**src/rtl/poly_arith_pkg.sv**
```systemverilog
`default_nettype none
// ============================================================================
//  Module      : poly_arith_pkg
//  Description : Shared types and constants for the polynomial arithmetic
//                stream: operation modes, FSM states, ternary coefficient
//                encoding, default sizes and the beat-count helper.
//  Revision    : 1.0 - initial release
// ============================================================================
package poly_arith_pkg;

    // Default geometry of one polynomial
    localparam int c_DEFAULT_COEF_W = 13;
    localparam int c_DEFAULT_N      = 701;
    localparam int c_DEFAULT_LANES  = 4;

    // Operation select, sampled with start
    typedef enum logic [1:0] {
        MODE_ADD  = 2'b00,
        MODE_SUB  = 2'b01,
        MODE_TMAC = 2'b10,
        MODE_NEG  = 2'b11
    } mode_e;

    // Sequencer states
    typedef enum logic [1:0] {
        ST_IDLE  = 2'b00,
        ST_RUN   = 2'b01,
        ST_DRAIN = 2'b10,
        ST_DONE  = 2'b11
    } state_e;

    // Ternary lane encoding; the reserved code behaves as zero
    localparam logic [1:0] c_TERN_ZERO = 2'b00;
    localparam logic [1:0] c_TERN_POS  = 2'b01;
    localparam logic [1:0] c_TERN_RSV  = 2'b10;
    localparam logic [1:0] c_TERN_NEG  = 2'b11;

    // Number of beats needed to carry n coefficients, lanes per beat
    function automatic int beats(input int n, input int lanes);
        return (n + lanes - 1) / lanes;
    endfunction

endpackage
`default_nettype wire

```
**src/rtl/poly_lane_alu.sv**
```systemverilog
`default_nettype none
// ============================================================================
//  Module      : poly_lane_alu
//  Description : One-lane combinational datapath. Every mode is mapped onto
//                y = p + (inv ? ~q : q) + inv, truncated to COEF_W bits.
//  Revision    : 1.0 - initial release
// ============================================================================
module poly_lane_alu
    import poly_arith_pkg::*;
#(
    parameter int COEF_W = c_DEFAULT_COEF_W
) (
    input  mode_e              i_mode,
    input  logic [COEF_W-1:0]  i_a,
    input  logic [COEF_W-1:0]  i_b,
    input  logic [1:0]         i_t,
    output logic [COEF_W-1:0]  o_y
);

    logic [COEF_W-1:0] w_p;
    logic [COEF_W-1:0] w_q;
    logic              w_inv;
    logic [COEF_W-1:0] w_q_eff;

    // Operand select and invert control per mode; the carry-in equals the
    // invert flag so that inverting yields a two's-complement negation
    always_comb begin
        w_p   = i_a;
        w_q   = i_b;
        w_inv = 1'b0;
        case (i_mode)
            MODE_ADD: begin
                w_p   = i_a;
                w_q   = i_b;
                w_inv = 1'b0;
            end
            MODE_SUB: begin
                w_p   = i_a;
                w_q   = i_b;
                w_inv = 1'b1;
            end
            MODE_TMAC: begin
                w_p = i_b;
                case (i_t)
                    c_TERN_POS: begin
                        w_q   = i_a;
                        w_inv = 1'b0;
                    end
                    c_TERN_NEG: begin
                        w_q   = i_a;
                        w_inv = 1'b1;
                    end
                    default: begin
                        w_q   = '0;
                        w_inv = 1'b0;
                    end
                endcase
            end
            MODE_NEG: begin
                w_p   = '0;
                w_q   = i_a;
                w_inv = 1'b1;
            end
            default: begin
                w_p   = i_a;
                w_q   = i_b;
                w_inv = 1'b0;
            end
        endcase
    end

    assign w_q_eff = w_inv ? ~w_q : w_q;
    assign o_y     = w_p + w_q_eff + COEF_W'(w_inv);

endmodule
`default_nettype wire

```
**src/rtl/poly_arith_stream.sv**
```systemverilog
`default_nettype none
// ============================================================================
//  Module      : poly_arith_stream
//  Description : Streams one polynomial of N coefficients, LANES per beat,
//                through a lane-parallel ADD/SUB/TMAC/NEG datapath with a
//                single registered output stage and valid/ready flow control.
//                Optional build macro POLY_ARITH_SUM_EN adds sum_out, the
//                running mod-2^COEF_W sum of all emitted coefficients.
//  Revision    : 1.0 - initial release
// ============================================================================
module poly_arith_stream
    import poly_arith_pkg::*;
#(
    parameter int COEF_W = c_DEFAULT_COEF_W,
    parameter int LANES  = c_DEFAULT_LANES,
    parameter int N      = c_DEFAULT_N
) (
    input  logic                      clk,
    input  logic                      rst,
    input  logic                      start,
    input  logic [1:0]                mode,
    input  logic                      in_valid,
    output logic                      in_ready,
    input  logic [LANES*COEF_W-1:0]   a_in,
    input  logic [LANES*COEF_W-1:0]   b_in,
    input  logic [2*LANES-1:0]        t_in,
    output logic                      out_valid,
    input  logic                      out_ready,
    output logic [LANES*COEF_W-1:0]   y_out,
    output logic                      last_out,
    output logic                      busy,
    output logic                      done
`ifdef POLY_ARITH_SUM_EN
    ,
    output logic [COEF_W-1:0]         sum_out
`endif
);

    localparam int c_BEATS      = beats(N, LANES);
    localparam int c_CNT_W      = (c_BEATS > 1) ? $clog2(c_BEATS) : 1;
    // Lanes of the final beat that still carry real coefficients
    localparam int c_LAST_LANES = N - (c_BEATS - 1) * LANES;
    localparam logic [c_CNT_W-1:0] c_LAST_BEAT = c_CNT_W'(c_BEATS - 1);

    state_e                    r_state;
    state_e                    w_next;
    logic [c_CNT_W-1:0]        r_cnt;
    mode_e                     r_mode;
    logic                      r_valid;
    logic                      r_last;
    logic [LANES*COEF_W-1:0]   r_y;
    logic [LANES*COEF_W-1:0]   w_y;
    logic                      w_accept;
    logic                      w_take;
    logic                      w_last_beat;
    logic                      w_start_ok;

    assign w_start_ok  = (r_state == ST_IDLE) && start;
    assign in_ready    = (r_state == ST_RUN) && (!r_valid || out_ready);
    assign w_accept    = in_valid && in_ready;
    assign w_take      = r_valid && out_ready;
    assign w_last_beat = (r_cnt == c_LAST_BEAT);

    assign out_valid = r_valid;
    assign last_out  = r_last;
    assign y_out     = r_y;
    assign busy      = (r_state != ST_IDLE);
    assign done      = (r_state == ST_DONE);

    // Lane datapath; padding lanes of the final beat are forced to zero
    for (genvar k = 0; k < LANES; k++) begin : g_lane
        logic [COEF_W-1:0] w_alu_y;

        poly_lane_alu #(
            .COEF_W (COEF_W)
        ) u_alu (
            .i_mode (r_mode),
            .i_a    (a_in[k*COEF_W +: COEF_W]),
            .i_b    (b_in[k*COEF_W +: COEF_W]),
            .i_t    (t_in[2*k +: 2]),
            .o_y    (w_alu_y)
        );

        if (k >= c_LAST_LANES) begin : g_pad
            assign w_y[k*COEF_W +: COEF_W] = w_last_beat ? '0 : w_alu_y;
        end else begin : g_live
            assign w_y[k*COEF_W +: COEF_W] = w_alu_y;
        end
    end

    // State register
    always_ff @(posedge clk or posedge rst) begin
        if (rst) begin
            r_state <= ST_IDLE;
        end else begin
            r_state <= w_next;
        end
    end

    // Next-state decode
    always_comb begin
        w_next = r_state;
        case (r_state)
            ST_IDLE:  if (start)                  w_next = ST_RUN;
            ST_RUN:   if (w_accept && w_last_beat) w_next = ST_DRAIN;
            ST_DRAIN: if (w_take)                 w_next = ST_DONE;
            ST_DONE:                              w_next = ST_IDLE;
            default:                              w_next = ST_IDLE;
        endcase
    end

    // Mode latch and beat counter; the counter stops at the last beat
    always_ff @(posedge clk or posedge rst) begin
        if (rst) begin
            r_cnt  <= '0;
            r_mode <= MODE_ADD;
        end else if (w_start_ok) begin
            r_cnt  <= '0;
            r_mode <= mode_e'(mode);
        end else if (w_accept && !w_last_beat) begin
            r_cnt  <= r_cnt + 1'b1;
        end
    end

    // Output register: load on accept, hold while stalled, drop once taken
    always_ff @(posedge clk or posedge rst) begin
        if (rst) begin
            r_y     <= '0;
            r_valid <= 1'b0;
            r_last  <= 1'b0;
        end else if (w_accept) begin
            r_y     <= w_y;
            r_valid <= 1'b1;
            r_last  <= w_last_beat;
        end else if (w_take) begin
            r_valid <= 1'b0;
            r_last  <= 1'b0;
        end
    end

`ifdef POLY_ARITH_SUM_EN
    logic [COEF_W-1:0] r_sum;
    logic [COEF_W-1:0] w_beat_sum;

    // Sum of the lanes entering the output register; padding lanes are zero
    always_comb begin
        w_beat_sum = '0;
        for (int k = 0; k < LANES; k++) begin
            w_beat_sum = w_beat_sum + w_y[k*COEF_W +: COEF_W];
        end
    end

    // Running coefficient sum, cleared when an operation starts
    always_ff @(posedge clk or posedge rst) begin
        if (rst) begin
            r_sum <= '0;
        end else if (w_start_ok) begin
            r_sum <= '0;
        end else if (w_accept) begin
            r_sum <= r_sum + w_beat_sum;
        end
    end

    assign sum_out = r_sum;
`endif

endmodule
`default_nettype wire

```
**config.mk**
```make
export PLATFORM = sky130hd
export DESIGN_NAME = poly_arith_stream
export DESIGN_NICKNAME = d
export VERILOG_FILES = /design/src/rtl/poly_arith_pkg.sv /design/src/rtl/poly_lane_alu.sv /design/src/rtl/poly_arith_stream.sv
export SDC_FILE = /design/constraint.sdc
export NUM_CORES = 1
export LEC_CHECK = 0
export BUFFER_PORTS_ARGS = -buffer_cell sky130_fd_sc_hd__buf_2
export CAP_MARGIN = 0
export CORE_UTILIZATION = 50
export DETAILED_ROUTE_END_ITERATION = 16
export PLACE_DENSITY = 0.84
export SLEW_MARGIN = 15
export SYNTH_ARGS = -nofsm -noshare
export SYNTH_HDL_FRONTEND = slang
export SYNTH_SLANG_ARGS = --single-unit
```
**constraint.sdc**
```tcl
create_clock -name clk -period 3.9 [get_ports clk]
set_input_delay 0.195 -clock clk [delete_from_list [all_inputs] [get_ports clk]]
set_output_delay 0.195 -clock clk [all_outputs]
set_load 0.01 [all_outputs]
```
# [Word-level counts from Yosys, hierarchy flattened]
# Cells that the tools add are included.
[totals] regBits=66
[classes] mux=36 eq_ne=18 addsub=9 bitwise_logic=4 reduce_logical=21
[ops] operator="one-hot mux 13 bit (3 select lines)" n=8
[ops] operator="two-way mux 13 bit" n=11
[ops] operator="adder 13 x 1 -> 13 bit" n=4
[ops] operator="adder 13 bit" n=4
[ops] operator="inverter 13 bit" n=4
[ops] operator="equality test 2 bit, second input constant" n=8
[ops] operator="two-way mux 8 bit" n=2
[ops] operator="equality test 2 x 1 -> 1 bit, second input constant" n=6
[ops] operator="one-hot mux 1 bit (3 select lines)" n=4
[ops] operator="OR reduction 2 bit" n=6
[ops] operator="adder 8 x 1 -> 8 bit, second input constant" n=1
[ops] operator="equality test 8 bit, second input constant" n=1
[ops] operator="one-hot mux 2 bit (4 select lines)" n=1
[ops] operator="two-way mux 1 bit" n=7
[ops] operator="logical AND 1 bit" n=6
[ops] operator="two-way mux 2 bit" n=3
[ops] operator="nonzero test 2 bit" n=3
[ops] operator="logical NOT 2 bit" n=2
[ops] operator="inequality test 2 bit, second input constant" n=2
[ops] operator="AND reduction 3 bit" n=1
[ops] operator="logical NOT 1 bit" n=2
[ops] operator="inequality test 2 x 1 -> 1 bit, second input constant" n=1
[ops] operator="logical OR 1 bit" n=1

# [Depth between registers and ports, before layout]
# Gate-level depths: netlist of run 1.
[depth] word_depth=9 depth_mapped=16

# [Modules after synthesis]
# A second synthesis of run 1 with hierarchy kept.
[hier_totals] cells_unflattened=1059 area_unflattened_um2=8219.1
[by_module_without_submodules] module="poly_lane_alu (g_lane[0].u_alu ...)" seq_area_each_um2=0.0 area_per_inst_um2=1377.6 n_inst=2 cells_per_inst=205
[by_module_without_submodules] module="poly_arith_stream" seq_area_each_um2=1651.6 area_per_inst_um2=2730.1 n_inst=1 cells_per_inst=236
[by_module_without_submodules] module="poly_lane_alu (g_lane[3].u_alu)" seq_area_each_um2=0.0 area_per_inst_um2=1376.3 n_inst=1 cells_per_inst=208
[by_module_without_submodules] module="poly_lane_alu (g_lane[2].u_alu)" seq_area_each_um2=0.0 area_per_inst_um2=1357.6 n_inst=1 cells_per_inst=205

# [Worst setup path after synthesis of run 1]
# OpenSTA, ideal clock, no wires.
[synth_path] kind="reg2reg" startpoint="register r_mode[1]" endpoint="register r_y[51], in the netlist y_out[51]" synth_period_minus_slack_ns=3.162 slack_ns=0.738 required_ns=3.771 setup_ns=0.129 n_path_buf=4 t_arrival_ns=3.032 path_stages_with_launch=15 cell_sequence="dfrtp_1 > buf_6 > buf_6 > inv_2 > clkbuf_1 > nor2_1 > buf_2 > a22o_1 > ha_1 > a21o_1 > o21bai_1 > a221o_1 > a221o_1 > xnor2_1 > o21ai_1"
[synth_between] elab_chain_len=8 word_cells_on_any_way=14
[synth_rtl] item="start, declared" line_no="poly_arith_stream.sv:48" rtl="mode_e r_mode;"
[synth_rtl] item="start signal, assigned" line_no="poly_arith_stream.sv:119" rtl="r_mode <= mode_e'(mode);"
[synth_rtl] item="equality test 2 x 1 -> 1 bit / logical NOT 2 bit (equally long branches)" line_no="poly_lane_alu.sv:31" rtl="case (i_mode)"
[synth_rtl] item="OR reduction 2 bit (no source line)"
[synth_rtl] item="one-hot mux 13 bit (3 select lines)" line_no="poly_lane_alu.sv:31"
[synth_rtl] item="inverter 13 bit" line_no="poly_lane_alu.sv:72" rtl="assign w_q_eff = w_inv ? ~w_q : w_q;"
[synth_rtl] item="two-way mux 13 bit" line_no="poly_lane_alu.sv:72"
[synth_rtl] item="adder 13 bit" line_no="poly_lane_alu.sv:73" rtl="assign o_y = w_p + w_q_eff + COEF_W'(w_inv);"
[synth_rtl] item="adder 13 x 1 -> 13 bit *" line_no="poly_lane_alu.sv:73"
[synth_rtl] item="two-way mux 13 bit *" line_no="poly_arith_stream.sv:85" rtl="assign w_y[k*COEF_W +: COEF_W] = w_last_beat ? '0 : w_alu_y;"
[synth_rtl] item="end signal, assigned" line_no="poly_arith_stream.sv:132" rtl="r_y <= w_y;"
[synth_rtl] item="end, declared" line_no="poly_arith_stream.sv:51" rtl="logic [LANES*COEF_W-1:0] r_y;"
# Mark *: on every way between the ends. The rest lies on a longest branch, timed or not.
# A chain may end at the register's enable or synchronous reset.

# [Worst setup path in the final report of run 1]
[layout_path] startpoint="register r_mode[1]" endpoint="register r_y[49], in the netlist y_out[49]"
# Same word-level chain as after synthesis.

==> impl_results.md, run 1 <==
- Avg Inst Size Synth: 7.71 µm²
- Clk slew on worst S/H paths: 0.06 ns
- RSZ-0062 raised after global routing: false
- Final-report setup violation count: 0
- Mapped Area: approximately 7500 µm²
- GP Congestion: ~0.97
- CP cell instances: buf_12 > and3_1 > a21oi_1 > o221ai_1 > inv_1 > fa_1 > nor2b_1 > o31a_1 > o21ai_2 > a211oi_1 > o21ai_0 > a32o_1
- Hold_buf cts: 0
- Initial Util: 51.3%
- WL/cell: around 18 µm
- Gr ovfl total: 0
- Number of global-route vias before repair: a little over 7000
- Syn Inst Count: 967
- Pwr per Cell Area: 965 nW/µm²
- Sequential share of power: 14.1%
- Post-CTS sizing: 0
- Largest net degree at the start of global routing: around 130
- Worst Hold Class: input pin to async pin
- Antenna-violating nets left: 0
- Netlist cell types: 77
- DR iter-0 viols: 736
- Crit-path max FO: between 100 and 150
- Max-slew violations: 0
- Number of CTS-inserted buffers: 9
- First-pass GRT wire length: 35000 µm
- Post-synth EDFFs: 0
- Die X: 124 µm
- Max-cap viol count: 0
- Die Y: 124 µm
- Final TNS setup: 0 ns
- Crit share post-route: 91.0%
- Seq cells post-synth: 66
- Worst slew pin tran: 1.17 ns
- Clock Skew: 0.00539 ns
- R2R cell count: 12
- Area of the multi-input gates: 5430 µm²
- H-tree lvl count: 3
- Clock sinks: 66
- Synth-to-Final Area Change: 17.3%
- Async SR Flop Fraction: 100%
- Drt total wl: 22900 µm
- Fmax: between 200 and 300 MHz
- VDD IR max: 512 µV
- Post-DP HPWL: 16500 µm
- Remaining DRCs: 0
- Setup Crit Path Kind: flip-flop to flip-flop
- Switching power: 4.28 mW
- Register area: ~1700 µm²
- Max transition margin: 21.9%
- Clk_lat worst skew: 0.35 ns
- Mapped Nets: 1140
- Initial DRT Pass Iterations: 5
- Port Buffers: ~180
- Clk root buf: clkbuf_16
- Status: finished, final reports clean
- Top_reg_cell synth: dfrtp_1
- CP endpoint kind: flip-flop
- CP Data Required Time: 4.14 ns
- Setup WS pre-CTS: 0.396 ns
- Die ar.: between 15000 and 20000 µm²
- Clk buf depth: 2
- Leakage: 3.91 nW
- Critical Path Max Stage Delay: 0.51 ns
- Seq/Total Area, Yosys: 22.2%
- Tmin final: 3.55 ns
- NumNets Final: 1276
- Fin. Hold Viols: 0
- Total global-route track usage: 29.2%
- Sw Share: 50.7%
- Post-CTS Setup Bufs: 0
- Clock power share: 10.8%
- Startpoint class of the critical path: flip-flop
- Critical path's slowest cell: and3_1
- Vias: about 8000
- Filler cells: roughly 1300
- Vias/cell: 6.35
- Initial antenna violation count: 3
- CORE AREA: 14500 µm²
- Placement Cell Area: about 8400 µm²
- Site Rows: 44
- Layout Utilization: 60.2%
- Share of post-route cells with drive strength above 1: 21.9%
- Io pins: between 150 and 200
- Crit path DAT: 3.79 ns
- Internal Dissipation: 4.16 mW
- Design area: between 8000 and 9000 µm²
- Yosys warns: 0
- CTS tree: done
- Share of total power in combinational logic: 75.1%
- Final worst setup slack: approximately 0.35 ns
==> cells by family after synthesis <==
logic type / Yosys count / share of synthesized area, %
buffers and inverters: 92 / 5.19
multiplexers: 5 / 0.705
XOR/XNOR: 27 / 3.17
flip-flops: 66 / 22.2
AO/OA/AOI/OAI: 410 / 38.8
adder cells (fa/ha/maj): 54 / 9.47
AND/OR/NAND/NOR: 313 / 20.5
==> cell type report <==
type	instances	share of cell area [%]
multi-input cells	809	62.1
clock buffers	10	2.73
repair buffers	187	11.2
well taps	184	2.63
clock inverters	6	1.02
inverters	30	1.29
diodes	4	0.114
flip-flops and latches	66	19.0
==> layout by cell type, fill, tap and decap left out, drive strengths merged, types with 11 or more instances in the layout <==
cell and n:
dfrtp 66, or3 11, nor2b 48, xnor2 17, buf 187, nor2 58
a21oi 145, a22o 47, nand3 21, o221ai 41, nand2 119, o21ai 64
ha 50, inv 31, nor3 14
==> state kept, by name, summed over array words and instances (netlist names) <==
register,cells
r_cnt,8
y_out,52
out_valid,1
r_state,2
r_mode,2
last_out,1
==> synth_stat cells, types with 11 or more instances <==
cell,instances,area share (%)
a22o_1,47,5.5
or3_1,11,0.92
nor2_1,57,2.9
dfrtp_1,66,22
ha_1,50,8.4
xnor2_1,17,2.0
a21oi_1,143,9.6
inv_1,29,1.5
nand3_1,21,1.4
o21ai_0,50,3.4
nand2_1,118,5.9
clkbuf_1,32,1.6
buf_2,18,1.2
nor3_1,13,0.87
o221ai_1,41,4.8
nor2b_1,48,4.0
==> per-stage QoR <==
step	hold WS [ns]	power, mW	instances
6_report	0.0775	8.44	1296
5_1_grt	0.120	9.18	1294
4_1_cts	0.102	8.36	1292
3_5_place_dp	0.448	7.39	1276
3_3_place_gp	0.447	7.31	1276
2_1_floorplan	0.312	5.97	967
==> power groups by stage <==
stage	Sequential, mW	Combinational [mW]	Clock, mW
floorplan	1.27	4.70	0
global placement	1.19	6.12	0
detailed placement	1.19	6.20	0
CTS	1.19	6.25	0.923
global route	1.22	7.01	0.949
finish	1.19	6.34	0.913
==> final timing paths <==
check                               start        end  slack, ns
worst max register to register  r_mode[1]  y_out[49]       0.35
worst min-delay path                  rst  y_out[34]       0.08
max in group asynchronous             rst   y_out[3]       2.93
min in group clk                  mode[1]  r_mode[1]       0.11
worst min register to register   y_out[6]   y_out[6]       0.47
worst max-delay path            r_mode[1]  y_out[49]       0.35
==> routing by layer <==
layer	up-vias	global-route usage, %	wire [µm]
li1	3932	-	-
met3	38	6.68	1850
met2	394	45.8	10400
met1	3872	38.8	10100
met4	0	11.0	542
met5	-	0	0
==> worst max-delay path, delay by kind of cell, from the launching register on <==
kind | cells | cell delay [ns]
AO/OA/AOI/OAI | 7 | 1.33
adder cells (fa/ha/maj) | 1 | 0.46
buffers and inverters | 2 | 0.54
flip-flops | 1 | 0.43
AND/OR/NAND/NOR | 2 | 0.67
Note: power is estimated with default switching activity, not from simulation.
==> run 2: changes to the inputs <==
Settings changed: PLACE_DENSITY 0.84 to 0.87.
Clock period 3.9 ns to 3.2 ns, I/O delays scaled along.
==> run 2 against run 1 <==
- non-clock buffer count up 29
- critical endpoint is now y_out[23]
- combinational power rose by 29%
- worst hold slack worse by 0.027 ns
- power grew 26%
- sequential power rose by 27%
==> impl_results.md, run 2 (synthesis results as in run 1) <==
- Status: finished, final reports clean
- Share of total power in combinational logic: 76.9% (+1.8 points)
- CP endpoint kind: flip-flop
- Critical Path Max Stage Delay: 0.55 ns (+0.04 ns)
- Die Y: 124 µm (unchanged)
- CORE AREA: 14500 µm² (unchanged)
- Sequential share of power: 14.3% (+0.2 points)
- Min-Delay Endpoint: r_mode[0]
- Largest net degree at the start of global routing: 71 (-45%)
- Clock sinks: 66 (unchanged)
- Max transition margin: 32.3% (+10 points)
- RR Endpoint: y_out[23]
- Drt total wl: 23200 µm (+1.5%)
- Crit path DAT: 3.33 ns (-0.46 ns)
- Final cell count without fillers: 1327 (+2.4%)
- Hold Crit Start: mode[0]
- Port Buffers: 175 (unchanged)
- Gr ovfl total: 0 (unchanged)
- Initial Util: 51.3% (unchanged)
- Max-slew violations: 0 (unchanged)
- Clock power share: 8.8% (-2.0 points)
- Placed Cells: 1303 (+2.1%)
- Internal Dissipation: 5.21 mW (+25%)
- Switching power: 5.39 mW (+26%)
- Crit share post-route: 96.8% (+5.8 points)
- Pwr per Cell Area: 1170 nW/µm² (+22%)
- Setup Crit Path Kind: flip-flop to flip-flop
- Synth-to-Final Area Change: 21.2%
- DR iter-0 viols: 754 (+2.4%)
- Site Rows: 44 (unchanged)
- Vias/cell: 6.39 (+0.50%)
- WL/cell: 17.5 µm (-0.83%)
- H-tree lvl count: 3 (unchanged)
- Initial DRT Pass Iterations: 6 (+1)
- Leakage: 4.05 nW (+3.4%)
- Worst Hold Class: input pin to flip-flop
- Worst r2r src: r_mode[1]
- Most common cell after layout, fill and taps aside: buf_2
- Post-DP HPWL: 17200 µm (+4.2%)
- Final-report setup violation count: 0 (unchanged)
- Crit-path max FO: 30 (-77%)
- Io pins: 176 (unchanged)
- Total global-route track usage: 30.2% (+0.97 points)
- Tmin final: 3.10 ns (-0.453 ns)
- Die ar.: 15400 µm² (unchanged)
- CP Data Required Time: 3.43 ns (-0.71 ns)
- Antenna-violating nets left: 0 (unchanged)
- Clk buf depth: 2 (unchanged)
- Sw Share: 50.8% (+0.096 points)
- Clock Skew: 0.00545 ns (+0.0000644 ns)
- Fmax: 323 MHz (+15%)
- VDD IR max: 695 µV (+36%)
- Number of global-route vias before repair: 7660 (+8.8%)
- Remaining DRCs: 0 (unchanged)
- Clk slew on worst S/H paths: 0.06 ns (about the same)
- Clk root buf: clkbuf_16
- CP cell instances: buf_12 > and3_4 > a21oi_1 > o221ai_1 > ha_1 > nor2b_1 > o31a_1 > o21ai_2 > a211oi_2 > or3_1 > a32o_1
- Worst hold stages: 3
- Share of post-route cells with drive strength above 1: 24.7% (+2.8 points)
- Vias: 8475 (+2.9%)
- First-pass GRT wire length: 36900 µm (+5.2%)
- R2R cell count: 11 (-1)
- Fin Hold WS: 0.0509 ns (-0.0266 ns)
- Most frequent cells in the layout: buf_2 (175), a21oi_1 (142), nand2_1 (118)
- R2R setup slack: 0.10 ns (-0.25 ns)
- Fin. Hold Viols: 0 (unchanged)
- Die X: 124 µm (unchanged)
- Max reg flops: 52 (unchanged)
- Max-cap viol count: 0 (unchanged)
- Critical path's slowest cell: dfrtp_4
- Worst slew pin tran: 1.01 ns (-0.157 ns)
- Clk_lat worst skew: 0.34 ns (about the same)
- Initial antenna violation count: 6 (+3)
- Startpoint class of the critical path: flip-flop
- GP Congestion: 0.968 (+0.17%)
- Number of CTS-inserted buffers: 9 (unchanged)
- NumNets Final: 1305 (+2.3%)
- CTS tree: done
==> run 2: cell types whose count changed in the layout (fill, tap and decap cells not counted), moves of 2 or more <==
cell / previous run / this run
clkinv_2: 1 / 3
nand3_1: 20 / 18
buf_6: 0 / 3
buf_4: 11 / 33
o221ai_2: 0 / 3
buf_12: 1 / 3
o221ai_1: 41 / 38
and3_1: 4 / 2
diode_2: 4 / 6
nand3_2: 1 / 3
bufinv_16: 2 / 0
==> run 2: power groups by stage <==
stage               sequential [mW]  combinational, mW  clock, mW
floorplan                      1.55               5.72          0
global placement               1.50               7.63          0
detailed placement             1.50               7.83          0
CTS                            1.50               7.91      0.943
global route                   1.56               8.97      0.987
finish                         1.51               8.15      0.937
==> run 2: worst max-delay path, delay by kind of cell (launching register included) <==
kind	cells	cell delay, ns
AOI/OAI and AO/OA	6	1.20
and+or+nand+nor	3	0.71
DFF	1	0.55
adders and majority gates	1	0.33
buffers and inverters	1	0.20
==> run 2: metrics by stage <==
stage               total power, mW  utilization [%]  cell area, µm²  TNS, ns  worst slack [ns]
floorplan                      7.28                -            7450        0            0.0384
global placement               9.14             59.4            8640        0            0.0862
detailed placement             9.34             59.4            8640  -0.0810           -0.0448
CTS                            10.3             61.4            8920        0            0.0306
global route                   11.5             62.1            9030  -0.0101          -0.00606
finish                         10.6             62.1            9030        0             0.104
==> run 2: layer usage <==
metal	track usage (%)	routed length [µm]	up-vias
met3	5.72	1960	70
met1	39.8	9770	3977
met5	0	0	-
li1	-	-	4004
met4	13.8	837	0
met2	47.5	10700	424
==> run 2: final cells by class <==
class / count / area (µm²)
Tap cell: 184 / 230
Multi-Input combinational cell: 809 / 5490
Clock buffer: 11 / 243
Timing Repair Buffer: 216 / 1240
Inverter: 30 / 116
Fill cell: 1299 / 5500
Sequential cell: 66 / 1660
Antenna cell: 6 / 15.0
Clock inverter: 5 / 30.0
==> run 2: worst max path at each step <==
stage                    from   endpoint  slack, ns  depth (start not counted)
finish              r_mode[1]  y_out[23]       0.10                         11
global route        r_mode[1]  y_out[24]     -0.006                         11
CTS                 r_mode[1]  y_out[38]       0.03                         11
detailed placement  r_mode[1]  y_out[23]      -0.04                         12
global placement    r_mode[1]  y_out[23]       0.09                         12
floorplan           r_mode[1]  y_out[51]       0.04                         14
==> run 2: what timing repair did <==
action | CTS | global route
setup buffers | 0 | 1
endpoints found under the setup margin | 2 | 11
gates cloned | 0 | 0
endpoints found under the hold margin | 27 | 0
resized for setup | 2 | 17
hold buffers | 1 | 0
pin swaps | 0 | 2
